## src/rtl/spi_master_gen_if.sv

```systemverilog
// Word handshake between spi_master_gen and its receiver/transmitter clients.
// The master modport is the SPI master's view; slave is the client side.
interface spi_master_gen_if #(
    parameter int WIDTH = 16
);
    logic [WIDTH-1:0] rx_data;
    logic             rx_strobe;
    logic             rx_accept;
    logic             tx_request;
    logic [WIDTH-1:0] tx_data;
    logic             tx_strobe;
    logic             busy;

    modport master (
        input  rx_data, rx_strobe, tx_request,
        output rx_accept, tx_data, tx_strobe, busy
    );

    modport slave (
        output rx_data, rx_strobe, tx_request,
        input  rx_accept, tx_data, tx_strobe, busy
    );
endinterface

```

## src/rtl/spi_master_gen.sv

```systemverilog
// Parametrised SPI master: one full-duplex WIDTH-bit transfer per rx_strobe/tx_request,
// SCK generated from a clk divider, all outputs registered.
module spi_master_gen #(
    parameter int WIDTH     = 16,
    parameter int DIV       = 1,
    parameter int GAP       = 2,
    parameter bit CPOL      = 1'b0,
    parameter bit CPHA      = 1'b0,
    parameter bit LSB_FIRST = 1'b1
) (
    input  logic            clk,
    input  logic            reset,
    spi_master_gen_if.master bus,
    output logic            ss,
    output logic            sck,
    output logic            mosi,
    input  logic            miso
);
    localparam int DW = (DIV > 1) ? $clog2(DIV) : 1;
    localparam int CW = $clog2(2 * WIDTH + 2 * GAP);
    localparam int IW = $clog2(WIDTH);

    typedef enum logic [2:0] {S_IDLE, S_SETUP, S_SHIFT, S_HOLD, S_GAP, S_WAIT} state_t;

    state_t           state;
    logic [DW-1:0]    div_cnt;
    logic [CW-1:0]    hp_cnt;
    logic [IW-1:0]    bit_cnt;
    logic [IW-1:0]    bit_idx;
    logic [WIDTH-1:0] tx_sh, rx_sh, rx_next, load_word;
    logic             tick, sample_edge;

    function automatic logic out_bit(input logic [WIDTH-1:0] w);
        return LSB_FIRST ? w[0] : w[WIDTH-1];
    endfunction

    // Vacated positions fill with 1 so MOSI idles high once the word is out.
    function automatic logic [WIDTH-1:0] shifted(input logic [WIDTH-1:0] w);
        return LSB_FIRST ? {1'b1, w[WIDTH-1:1]} : {w[WIDTH-2:0], 1'b1};
    endfunction

    assign tick = (div_cnt == DW'(DIV - 1));

    // Even half-period index ends on a leading edge, odd on a trailing edge.
    always_comb begin
        load_word   = bus.rx_strobe ? bus.rx_data : '1;
        sample_edge = (hp_cnt[0] == CPHA);
        bit_idx     = LSB_FIRST ? bit_cnt : IW'(WIDTH - 1) - bit_cnt;
        rx_next     = rx_sh;
        if (state == S_SHIFT && tick && sample_edge)
            rx_next[bit_idx] = miso;
    end

    always_ff @(posedge clk or posedge reset) begin
        if (reset) begin
            state         <= S_IDLE;
            ss            <= 1'b1;
            sck           <= CPOL;
            mosi          <= 1'b1;
            bus.rx_accept <= 1'b0;
            bus.tx_strobe <= 1'b0;
            bus.busy      <= 1'b0;
            bus.tx_data   <= '0;
            div_cnt       <= '0;
            hp_cnt        <= '0;
            bit_cnt       <= '0;
            tx_sh         <= '1;
            rx_sh         <= '0;
        end else begin
            bus.rx_accept <= 1'b0;
            // Divider restarts in IDLE so SETUP always lasts exactly DIV clk.
            div_cnt <= (state == S_IDLE || tick) ? '0 : div_cnt + 1'b1;
            case (state)
                S_IDLE: if (bus.rx_strobe || bus.tx_request) begin
                    state         <= S_SETUP;
                    bus.busy      <= 1'b1;
                    ss            <= 1'b0;
                    hp_cnt        <= '0;
                    bit_cnt       <= '0;
                    bus.rx_accept <= bus.rx_strobe;
                    if (!CPHA) begin
                        mosi  <= out_bit(load_word);
                        tx_sh <= shifted(load_word);
                    end else begin
                        tx_sh <= load_word;
                    end
                end
                S_SETUP: if (tick) state <= S_SHIFT;
                S_SHIFT: if (tick) begin
                    sck    <= ~sck;
                    hp_cnt <= hp_cnt + 1'b1;
                    if (sample_edge) begin
                        rx_sh   <= rx_next;
                        bit_cnt <= bit_cnt + 1'b1;
                    end else begin
                        mosi  <= out_bit(tx_sh);
                        tx_sh <= shifted(tx_sh);
                    end
                    if (hp_cnt == CW'(2 * WIDTH - 1)) begin
                        state         <= S_HOLD;
                        bus.tx_data   <= rx_next;
                        bus.tx_strobe <= bus.tx_request;
                    end
                end
                S_HOLD: if (tick) begin
                    state  <= S_GAP;
                    ss     <= 1'b1;
                    mosi   <= 1'b1;
                    hp_cnt <= '0;
                end
                S_GAP: if (tick) begin
                    hp_cnt <= hp_cnt + 1'b1;
                    if (hp_cnt == CW'(2 * GAP - 1)) state <= S_WAIT;
                end
                S_WAIT: if (!(bus.tx_strobe && bus.tx_request)) begin
                    bus.tx_strobe <= 1'b0;
                    bus.busy      <= 1'b0;
                    state         <= S_IDLE;
                end
                default: state <= S_IDLE;
            endcase
        end
    end
endmodule

```

## src/flat_wrapper.sv

```systemverilog
// flat-port wrapper written by rule: the top's interface ports become plain ports
module spi_master_gen_flat 
#(
    parameter int WIDTH     = 16,
    parameter int DIV       = 1,
    parameter int GAP       = 2,
    parameter bit CPOL      = 1'b0,
    parameter bit CPHA      = 1'b0,
    parameter bit LSB_FIRST = 1'b1
)
  (clk, reset, ss, sck, mosi, miso, bus_rx_data, bus_rx_strobe, bus_tx_request, bus_rx_accept, bus_tx_data, bus_tx_strobe, bus_busy);
  spi_master_gen_if #(.WIDTH(WIDTH)) bus_i ();
  input  logic clk;
  input  logic reset;
  output logic ss;
  output logic sck;
  output logic mosi;
  input  logic miso;
  input wire logic [$bits(bus_i.rx_data)-1:0] bus_rx_data;
  input wire logic [$bits(bus_i.rx_strobe)-1:0] bus_rx_strobe;
  input wire logic [$bits(bus_i.tx_request)-1:0] bus_tx_request;
  output wire logic [$bits(bus_i.rx_accept)-1:0] bus_rx_accept;
  output wire logic [$bits(bus_i.tx_data)-1:0] bus_tx_data;
  output wire logic [$bits(bus_i.tx_strobe)-1:0] bus_tx_strobe;
  output wire logic [$bits(bus_i.busy)-1:0] bus_busy;
  assign bus_i.rx_data = bus_rx_data;
  assign bus_i.rx_strobe = bus_rx_strobe;
  assign bus_i.tx_request = bus_tx_request;
  assign bus_rx_accept = bus_i.rx_accept;
  assign bus_tx_data = bus_i.tx_data;
  assign bus_tx_strobe = bus_i.tx_strobe;
  assign bus_busy = bus_i.busy;
  spi_master_gen #(.WIDTH(WIDTH), .DIV(DIV), .GAP(GAP), .CPOL(CPOL), .CPHA(CPHA), .LSB_FIRST(LSB_FIRST)) u_core (.clk(clk), .reset(reset), .bus(bus_i), .ss(ss), .sck(sck), .mosi(mosi), .miso(miso));
endmodule
```

## config.mk

```make
export PLATFORM = sky130hd
export DESIGN_NAME = spi_master_gen_flat
export DESIGN_NICKNAME = d
export VERILOG_FILES = /design/src/rtl/spi_master_gen_if.sv /design/src/rtl/spi_master_gen.sv /design/src/flat_wrapper.sv
export SDC_FILE = /design/constraint.sdc
export NUM_CORES = 1
export LEC_CHECK = 0
export BUFFER_PORTS_ARGS = -buffer_cell sky130_fd_sc_hd__buf_4
export CAP_MARGIN = 20
export CORE_MARGIN = 2
export CORE_UTILIZATION = 60
export DETAILED_ROUTE_END_ITERATION = 6
export GPL_TIMING_DRIVEN = 0
export HOLD_SLACK_MARGIN = 0.02
export PLACE_DENSITY = 0.78
export RECOVER_POWER = 50
export SLEW_MARGIN = 20
export SYNTH_ARGS = -nofsm -noshare
export SYNTH_HDL_FRONTEND = slang
export SYNTH_SLANG_ARGS = --single-unit
```

## constraint.sdc

```tcl
create_clock -name clk -period 6.4 [get_ports clk]
set_clock_uncertainty 0.1 [all_clocks]
set_input_delay 0.32 -clock clk [delete_from_list [all_inputs] [get_ports clk]]
set_output_delay 0.32 -clock clk [all_outputs]
set_load 0.01 [all_outputs]
```

==> impl.org, run 1 <==
** Synthesis
- Mean instance size in the synthesized netlist :: 10.7 sq um
- Synthesis produced a netlist with a net count of 330.
- Number of different library cells in the post-synthesis netlist :: 46
- Xor and xnor fraction of the mapped netlist area :: 0.0108
- Cell count after synthesis :: 304
- Yosys warns :: 0
- For this run, asynchronously set or reset flops after synthesis account for 1.00.
- Main combinational cell family by area after synthesis :: simple AND/OR/NAND/NOR gates
- After synthesis, the share of cell area in mux cells is 0.120.
- Share of the yosys chip area belonging to registers :: 0.521
- EDFF count, synth :: 0
- In this run, synthesis produced a sequential element count of 67.
- Of the total synthesized cell area, the portion taken by full adders, half adders and majority gates is 0.0192.
- The compound-cell area share of the yosys netlist is 0.101.
- The mapped netlist covers 0.00326 sq mm.
- In the synthesized netlist the dominant register cell turns out to be dfrtp_1.
- Of the total synthesized cell area, the portion taken by AND, OR, NAND and NOR gates is 0.188.

** Worst setup path
- STA classifies the critical path endpoint as an async pin.
- STA puts the critical path data required time at 6.23 ns.
- In this design, the stage delay of the slowest critical-path cell is 1.80 ns.
- The largest individual stage delay along the critical path comes from the cell clkbuf_1.
- Broken down by cell family, the worst path's largest delay share belongs to buffers and inverters.
- Worst setup path class :: primary input to async pin
- Largest driver fanout on the critical path :: 46
- The worst register-to-register path begins at u_core.bit_cnt[0].
- Traced cell by cell, the critical path runs through dlygate4sd3_1 > clkbuf_4 > clkinvlp_2 > clkbuf_1.
- Setup slack on the worst reg-to-reg path comes out at 3.94 ns.
- Tracing the worst setup path back leads to its startpoint at reset.
- R2r endpoint :: u_core.bus.tx_data[14]
- For the worst flop-to-flop path, the logic depth is 6.
- Crit path depth :: 4
- In this run the worst setup path terminates at u_core.bus.tx_strobe.
- STA classifies the critical path startpoint as a primary input.
- Together, buffers and inverters on the worst path number 4.
- Arr. time, crit path :: 3.36 ns

** Clock tree
- CTS tree :: done
- Number of clock buffers inserted by TritonCTS :: 9
- Postcts setup bufs :: 0
- Register clock-pin slew on the reported worst setup and hold paths :: 0.07 ns
- The clock net in this run drives a total of 67 sinks.
- Clock root cell :: clkbuf_8
- The clock tree synthesis step divided the H-tree into 3 levels.
- Buffers from clock root to sink, at most :: 2
- For the worst-skew pair, the clock arrives at the later sink with an insertion delay of 0.34 ns.

** STA
- For the final routed database, the setup TNS stands at 0 ns.
- Max_slew headroom :: -0.633
- Final setup violating endpoints :: 0
- The count of final hold-check violations was 0.
- Final hold analysis gives a worst-case slack of 0.150 ns.
- Maximum clock rate :: 283 MHz
- Final count of pins violating max slew :: 47
- Dividing the final minimum period by the clock period gives 0.551.
- Setup repair after global routing left no endpoint under its margin.
- The worst path in the final design needs a cycle of 3.53 ns, including I/O delays and setup.
- Worst Max-Slew Pin Slew :: 2.45 ns

** Die
- Number of standard-cell rows in the floorplan :: 26
- The core region is 0.00517 sq mm.
- Effective utilization at floorplan :: 0.630
- Die height :: 77.7 microns
- Die Footprint :: 0.00604 sq mm
- IO Count :: 43
- Die outline width :: 77.7 microns

** Global route
- Entering global routing, the biggest net connects 47 pins.
- The via count of the first global-routing pass is 2403.
- The first global-routing pass estimated 11600 microns of wire.
- The initial antenna violation count was 0.
- Total global routing overflow :: 0
- GRT Resource Usage Total :: 0.247

** Route
- For this run, design rule violations remaining after detail routing come to 0.
- The first TritonRoute pass finished after 5 iterations.
- Count of nets left with antenna violations after detail routing :: 0
- Number of vias in the routed layout :: 2532
- Per-cell via count in the routed design :: 5.83
- Mean routed wirelength per cell :: 16.1 microns
- The detailed router finished its first iteration with 395 violations.
- For this block, the routed nets add up to 6990 microns of wire.

** Placed design
- Port Buffers :: 42
- Last weighted congestion value of the routability-driven placer :: 0.856
- Once placement finished, the instance area stood at 0.00369 sq mm.
- Summed over all nets, the half-perimeter wirelength after detailed placement is 4810 microns.
- Number of instances in the placed design :: 417

** Worst hold path
- The startpoint identified for the worst hold timing path is bus_rx_data[15].
- WHS Path Cells :: 3
- Worst hold path class :: primary input to flop

** Power and ir drop
- VDD IR-drop max :: 220 uV
- Power per cell area :: 379 mW/mm^2
- For this design the static power due to leakage is 1.67 nW.

** Final layout
- Layout Utilization :: 0.745
- Leaving out fill and tap cells, the most frequent cells in the layout are dfrtp_1, o21ai_0, nand2_1.
- The number of antenna diodes in the final layout is 0.
- The net count of the finished layout is 385.
- Post-route cell area :: 0.00385 sq mm
- Number of standard cells in the layout, taps in and fillers out :: 434
- Leaving out fill and tap cells, the most frequent cell in the layout is dfrtp_1.
- Share of layout cells above drive strength 1 :: 0.299
- Compared with the post-synthesis result, the final layout area differs by 18.2%.

** Status
- Failing checks :: capacitance limit, slew limit
- Result of the run :: finished with violations

** Run
- Number of maximum-capacitance violations :: 1
[power by group]
part / leakage, nW / switching, mW / internal, mW
registers: 0.829 / 0.0562 / 0.561
clock network: 0.103 / 0.160 / 0.218
logic: 0.742 / 0.284 / 0.179
[what timing repair did]
action	CTS	global route
endpoints found under the setup margin	0	0
resized for setup	0	0
hold endpoints to repair	21	0
hold buffers	1	0
[final cells by class]
| class | count | area (sq um) |
|---|---|---|
| clock buffer | 11 | 131 |
| sequential | 67 | 1700 |
| inverter | 7 | 27.5 |
| tap | 70 | 87.6 |
| clock inverter | 5 | 77.6 |
| buffer | 20 | 97.6 |
| multi-input combinational | 210 | 1440 |
| fill | 372 | 1320 |
| timing repair buffer | 44 | 295 |
[state kept, by name (all words and copies together), names as in the netlist]
name / flops
u_core.bit_cnt: 4
u_core.bus.busy: 1
u_core.bus.rx_accept: 1
u_core.bus.tx_data: 16
u_core.bus.tx_strobe: 1
u_core.div_cnt: 1
u_core.hp_cnt: 6
u_core.mosi: 1
u_core.rx_sh: 16
u_core.sck: 1
u_core.ss: 1
u_core.state: 3
u_core.tx_sh: 15
[synth_stat cells, types with 3 or more instances]
cell type	number	area share
o21ai_0	39	0.060
or3_1	3	0.0058
nand2b_1	7	0.013
nand3b_1	16	0.037
nand2_1	35	0.040
nor4b_1	6	0.016
o31ai_1	3	0.0069
nor2_1	10	0.012
a21oi_1	9	0.014
inv_1	7	0.0081
mux2_2	33	0.11
dfrtp_1	50	0.38
clkbuf_1	13	0.015
buf_2	3	0.0046
nor2b_1	4	0.0077
nor3_1	5	0.0077
ha_1	5	0.019
dfstp_2	17	0.14
[layer usage]
| layer | track usage | vias up | share of wire |
|---|---|---|---|
| li1 | - | 1179 | - |
| met1 | 0.345 | 1249 | 0.45 |
| met2 | 0.389 | 89 | 0.48 |
| met3 | 0.0407 | 15 | 0.050 |
| met4 | 0.0964 | 0 | 0.016 |
| met5 | 0 | - | 0 |
[metrics by stage]
step	setup WS, ns	power (mW)
global placement	3.50	1.05
finish	2.87	1.46
CTS	3.95	1.46
global route	2.24	1.55
floorplan	4.28	0.939
detailed placement	3.98	1.08
[worst reg2reg max path, cell delays in order (launching register included)]
cell and delay (ns):
dfrtp_1 0.45, inv_1 0.11, ha_1 0.14, nor4b_1 0.68
nor2b_1 0.25, mux2_2 0.36, mux2_2 0.26
[cell families after synthesis]
kind of cell,count (synthesis)
compound gates,60
flops,67
other cells,1
mux,35
simple gates,105
xor+xnor,4
buf+inv,27
fa+ha+maj,5
[worst min path at each step]
| stage | slack (ns) | endpoint |
|---|---|---|
| final | 0.15 | u_core.tx_sh[14] |
| after global routing | 0.15 | u_core.tx_sh[14] |
| after CTS | 0.15 | u_core.tx_sh[14] |
| after detailed placement | 0.20 | u_core.bus.tx_data[1] |
| after global placement | 0.35 | u_core.tx_sh[14] |
| after floorplan | 0.34 | u_core.tx_sh[14] |
No activity file was read; power rests on OpenSTA's default activity.
==> run 2, diff against run 1 <==
ABC_AREA = 1   (was unset)
CORE_UTILIZATION = 58   (was 60)
PLACE_DENSITY = 0.76   (was 0.78)
clock period = 3.6 ns   (was 6.4 ns; I/O delays follow)
==> run 2 against run 1 <==
  * The run now ends clean
  * Via count grew 14%
  * Count of clock-buffer cells in the layout up 2
  * Die area increased by 6.7%
  * Highest routed layer unchanged
  * Register-to-register slack worse by 2.4 ns
  * Synthesized cell count increased by 40%
  * Sequential cell count is the same
  * Non-clock buffer count fell by 7
  * Critical endpoint is now u_core.state[2]
  * Sequential power grew 99%
  * Wire length up 2.8%
==> impl.org, run 2 <==
** Final layout
- The largest registers in the layout are u_core.bus.tx_data x16, u_core.rx_sh x16, u_core.tx_sh x15.
- Number of filler instances in the final layout :: 455
- The multi-input combinational cells in the finished layout cover a total of 0.00150 sq mm.
- Most frequent standard cell in the layout excluding fill and tap cells :: nand2_1
- In the layout the commonest cells are nand2_1, dfrtp_1, buf_4.
- The area growth from synthesis to layout is 16.7%.
- Post-route cell area :: 0.00393 sq mm
- The net count of the finished layout is 508.
- Sequential cell area :: 0.00170 sq mm
- The number of antenna diodes in the final layout is 0.
- Share of layout cells above drive strength 1 :: 0.202

** Global route
- The first global-routing pass estimated 12200 microns of wire.
- GRT Resource Usage Total :: 0.246
- Maximum number of pins on one net before global-route repair :: 59
- For this run the aggregate overflow at the end of global routing stands at 0.
- The initial antenna violation count was 0.
- The via count of the first global-routing pass came to 2675.

** Worst setup path
- Along the worst path, the maximum fanout reaches 58.
- Top Family by Delay on Critical Path :: buffers and inverters
- Maximum single-stage delay on the critical path :: 1.10 ns
- Arr. time, crit path :: 2.25 ns
- Crit path required time :: 3.69 ns
- Flop-to-flop setup slack :: 1.58 ns
- Worst setup path class :: primary input to async pin
- The critical path contains buffers and inverters numbering 4 combined.
- Crit start category :: primary input
- Critical Path Sink Type :: async pin
- The signal on the critical path passes through dlygate4sd3_1 > clkbuf_4 > clkinvlp_2 > clkbuf_2.
- For this design, the slowest cell found on the critical path is clkbuf_2.

** Synthesis
- Dominant cell type by area after synthesis :: dfrtp_1
- Number of different library cells in the post-synthesis netlist :: 33
- Mean instance size in the synthesized netlist :: 7.89 sq um
- Most frequently used flop master after synthesis :: dfrtp_1
- Counting flops and latches in the post-synthesis netlist gives 67.
- Share of flip-flops with an asynchronous set or reset after synthesis :: 1.00
- The most common cell in the synthesized netlist is nand2_1.
- Total nets after synthesis :: 453
- EDFF count, synth :: 0
- Share of the synthesized area in the top cell type :: 0.371
- Share of the yosys chip area belonging to registers :: 0.504
- In the post-synthesis netlist, the biggest area contributors are dfrtp_1, nand2_1, dfstp_2, nand3_1, o21ai_0.
- After technology mapping, the gate count stands at 427.
- Most instantiated cells after synthesis :: nand2_1, dfrtp_1, nor2_1
- Yosys warns :: 0
- The synthesized netlist occupies a cell area of 0.00337 sq mm.

** Die
- For this configuration, the core starts out at a cell density of 0.605.
- After floorplanning, the core was divided into 27 placement rows.
- During I/O placement, the number of pins put on the boundary was 43.
- Die outline width :: 80.2 microns
- From bottom edge to top edge, the die measures 80.2 microns.
- The core region is 0.00557 sq mm.
- Die Footprint :: 0.00644 sq mm

** Clock tree
- Buffers from clock root to sink, at most :: 2
- Clk sinks :: 67
- TritonCTS created 9 clock buffers.
- Deepest level of the CTS H-tree :: 3
- The tree is rooted in a clkbuf_8.
- Post-cts gate resize count :: 0
- CTS tree :: done
- The later pin in the worst-skew pair is clocked with a latency of 0.33 ns.
- Clock-pin slew was measured on the worst setup and hold paths at 0.07 ns.

** Route
- 1st-iter DRT viols :: 119
- Post-detailed-route DRC marker count :: 0
- For this run, the detailed router's first-pass iteration total came to 4.
- For this block, the via count after detailed routing is 2892.
- Once detail routing completed, the nets flagged for antenna violations numbered 0.
- Wire length reported by the detailed router :: 7190 microns
- After detailed routing, the average wire length per cell comes to 12.9 microns.
- Using the TritonRoute via totals, the vias-per-cell ratio works out to 5.18.

** STA
- Fin crit share :: 0.599
- For the finished layout, the period the worst path requires is 2.16 ns.
- Setup repair after global routing left no endpoint under its margin.
- The count of final hold-check violations was 0.
- Summed over all failing endpoints, the final setup total negative slack is 0 ns.
- Timing would allow up to 463 MHz.
- Setup violations remaining at the end of the flow were counted as 0.
- Headroom to the max-slew limit came out at 0.0485.
- Hold is met by 0.0505 ns.
- Final count of pins violating max slew :: 0
- At the pin with the least slew margin, the transition time is 1.43 ns.
- The worst path meets setup with 1.44 ns of slack.

** Placed design
- Timing analysis after detailed placement gives a worst setup slack of 1.58 ns.
- Port Buffers :: 42
- At the end of routability-driven placement, the weighted congestion stood at 0.875.
- Dpl hpwl :: 5040 microns
- Post-DP Area :: 0.00381 sq mm

** Power and ir drop
- Of the total power, the share spent switching nets is 0.390.
- For this design the ratio of total power to cell area is 738 mW/mm^2.
- The share of total power dissipated in the clock network is 0.194.
- The worst-case IR drop observed on VDD is 356 uV.
- Leakage power total :: 1.93 nW
- Power Internal :: 1.77 mW
- Of the total power, combinational logic draws 0.384.
- Of the total power, registers draw 0.422.
- Sw Pwr :: 1.13 mW
- Overall power of the completed layout :: 2.90 mW

** Status
- Result of the run :: complete, no violations

** Worst hold path
- The tightest min-delay check is of the primary input to flop type.

** Run
- Number of maximum-capacitance violations :: 0
==> run 2: changes by cell type after synthesis, sizes merged, moves of 12 or more <==
cell,before,now
nand3b,16,1
nand2,35,192
nor2,10,30
o22ai,2,14
mux2,33,0
inv,7,24
nand3,2,23
==> run 2: cell type report <==
class | instances | share of cell area
buffer | 13 | 0.0213
clock buffer | 13 | 0.0429
clock inverter | 2 | 0.00254
inverter | 24 | 0.0232
multi-input combinational | 323 | 0.381
sequential | 67 | 0.432
tap | 72 | 0.0229
timing repair buffer | 44 | 0.0744
==> run 2: cells by family (layout without fill, tap and decap cells) <==
kind of cell	Yosys count	after routing	synth area share
simple gates	256	256	0.323
other cells	1	1	0.00111
compound gates	58	58	0.0947
fa+ha+maj	5	5	0.0186
flops	67	67	0.504
xor+xnor	3	3	0.00780
buf+inv	37	96	0.0516
==> run 2: power groups by stage <==
stage,logic [mW],clock network (mW),registers [mW]
floorplan,0.836,0,1.21
global placement,1.08,0,1.22
detailed placement,1.12,0,1.23
CTS,1.13,0.575,1.22
global route,1.27,0.614,1.25
finish,1.11,0.564,1.23
==> run 2: routing by layer <==
metal,track usage,routed length [microns],vias up
met3,0.0416,264,8
met5,0,0,-
met2,0.378,3360,54
li1,-,-,1494
met4,0.102,78,0
met1,0.347,3490,1336
==> run 2: worst min-delay path: stages <==
cell and delay, ns:
buf_4 0.07, o22ai_1 0.06, o21ai_1 0.13
==> run 2: what timing repair did <==
action,CTS,global route
hold endpoints to repair,50,0
hold buffers,1,0
setup buffers,0,0
setup endpoints to repair,0,0
==> run 2: through the flow <==
| step | utilization | cells |
|---|---|---|
| finish | 0.706 | 558 |
| global route | 0.706 | 558 |
| CTS | 0.717 | 558 |
| detailed placement | 0.683 | 542 |
| global placement | 0.677 | 541 |
| floorplan | - | 427 |
==> run 2: final timing paths <==
check	start	cells after the start	to
max	reset	4	u_core.state[2]
min	bus_rx_data[13]	3	u_core.tx_sh[12]
max reg2reg	u_core.hp_cnt[0]	9	u_core.bus.tx_data[9]
min reg2reg	u_core.mosi	2	u_core.mosi
max in group clk	u_core.hp_cnt[0]	9	u_core.bus.tx_data[9]
min in group asynchronous	reset	3	u_core.bus.tx_data[5]
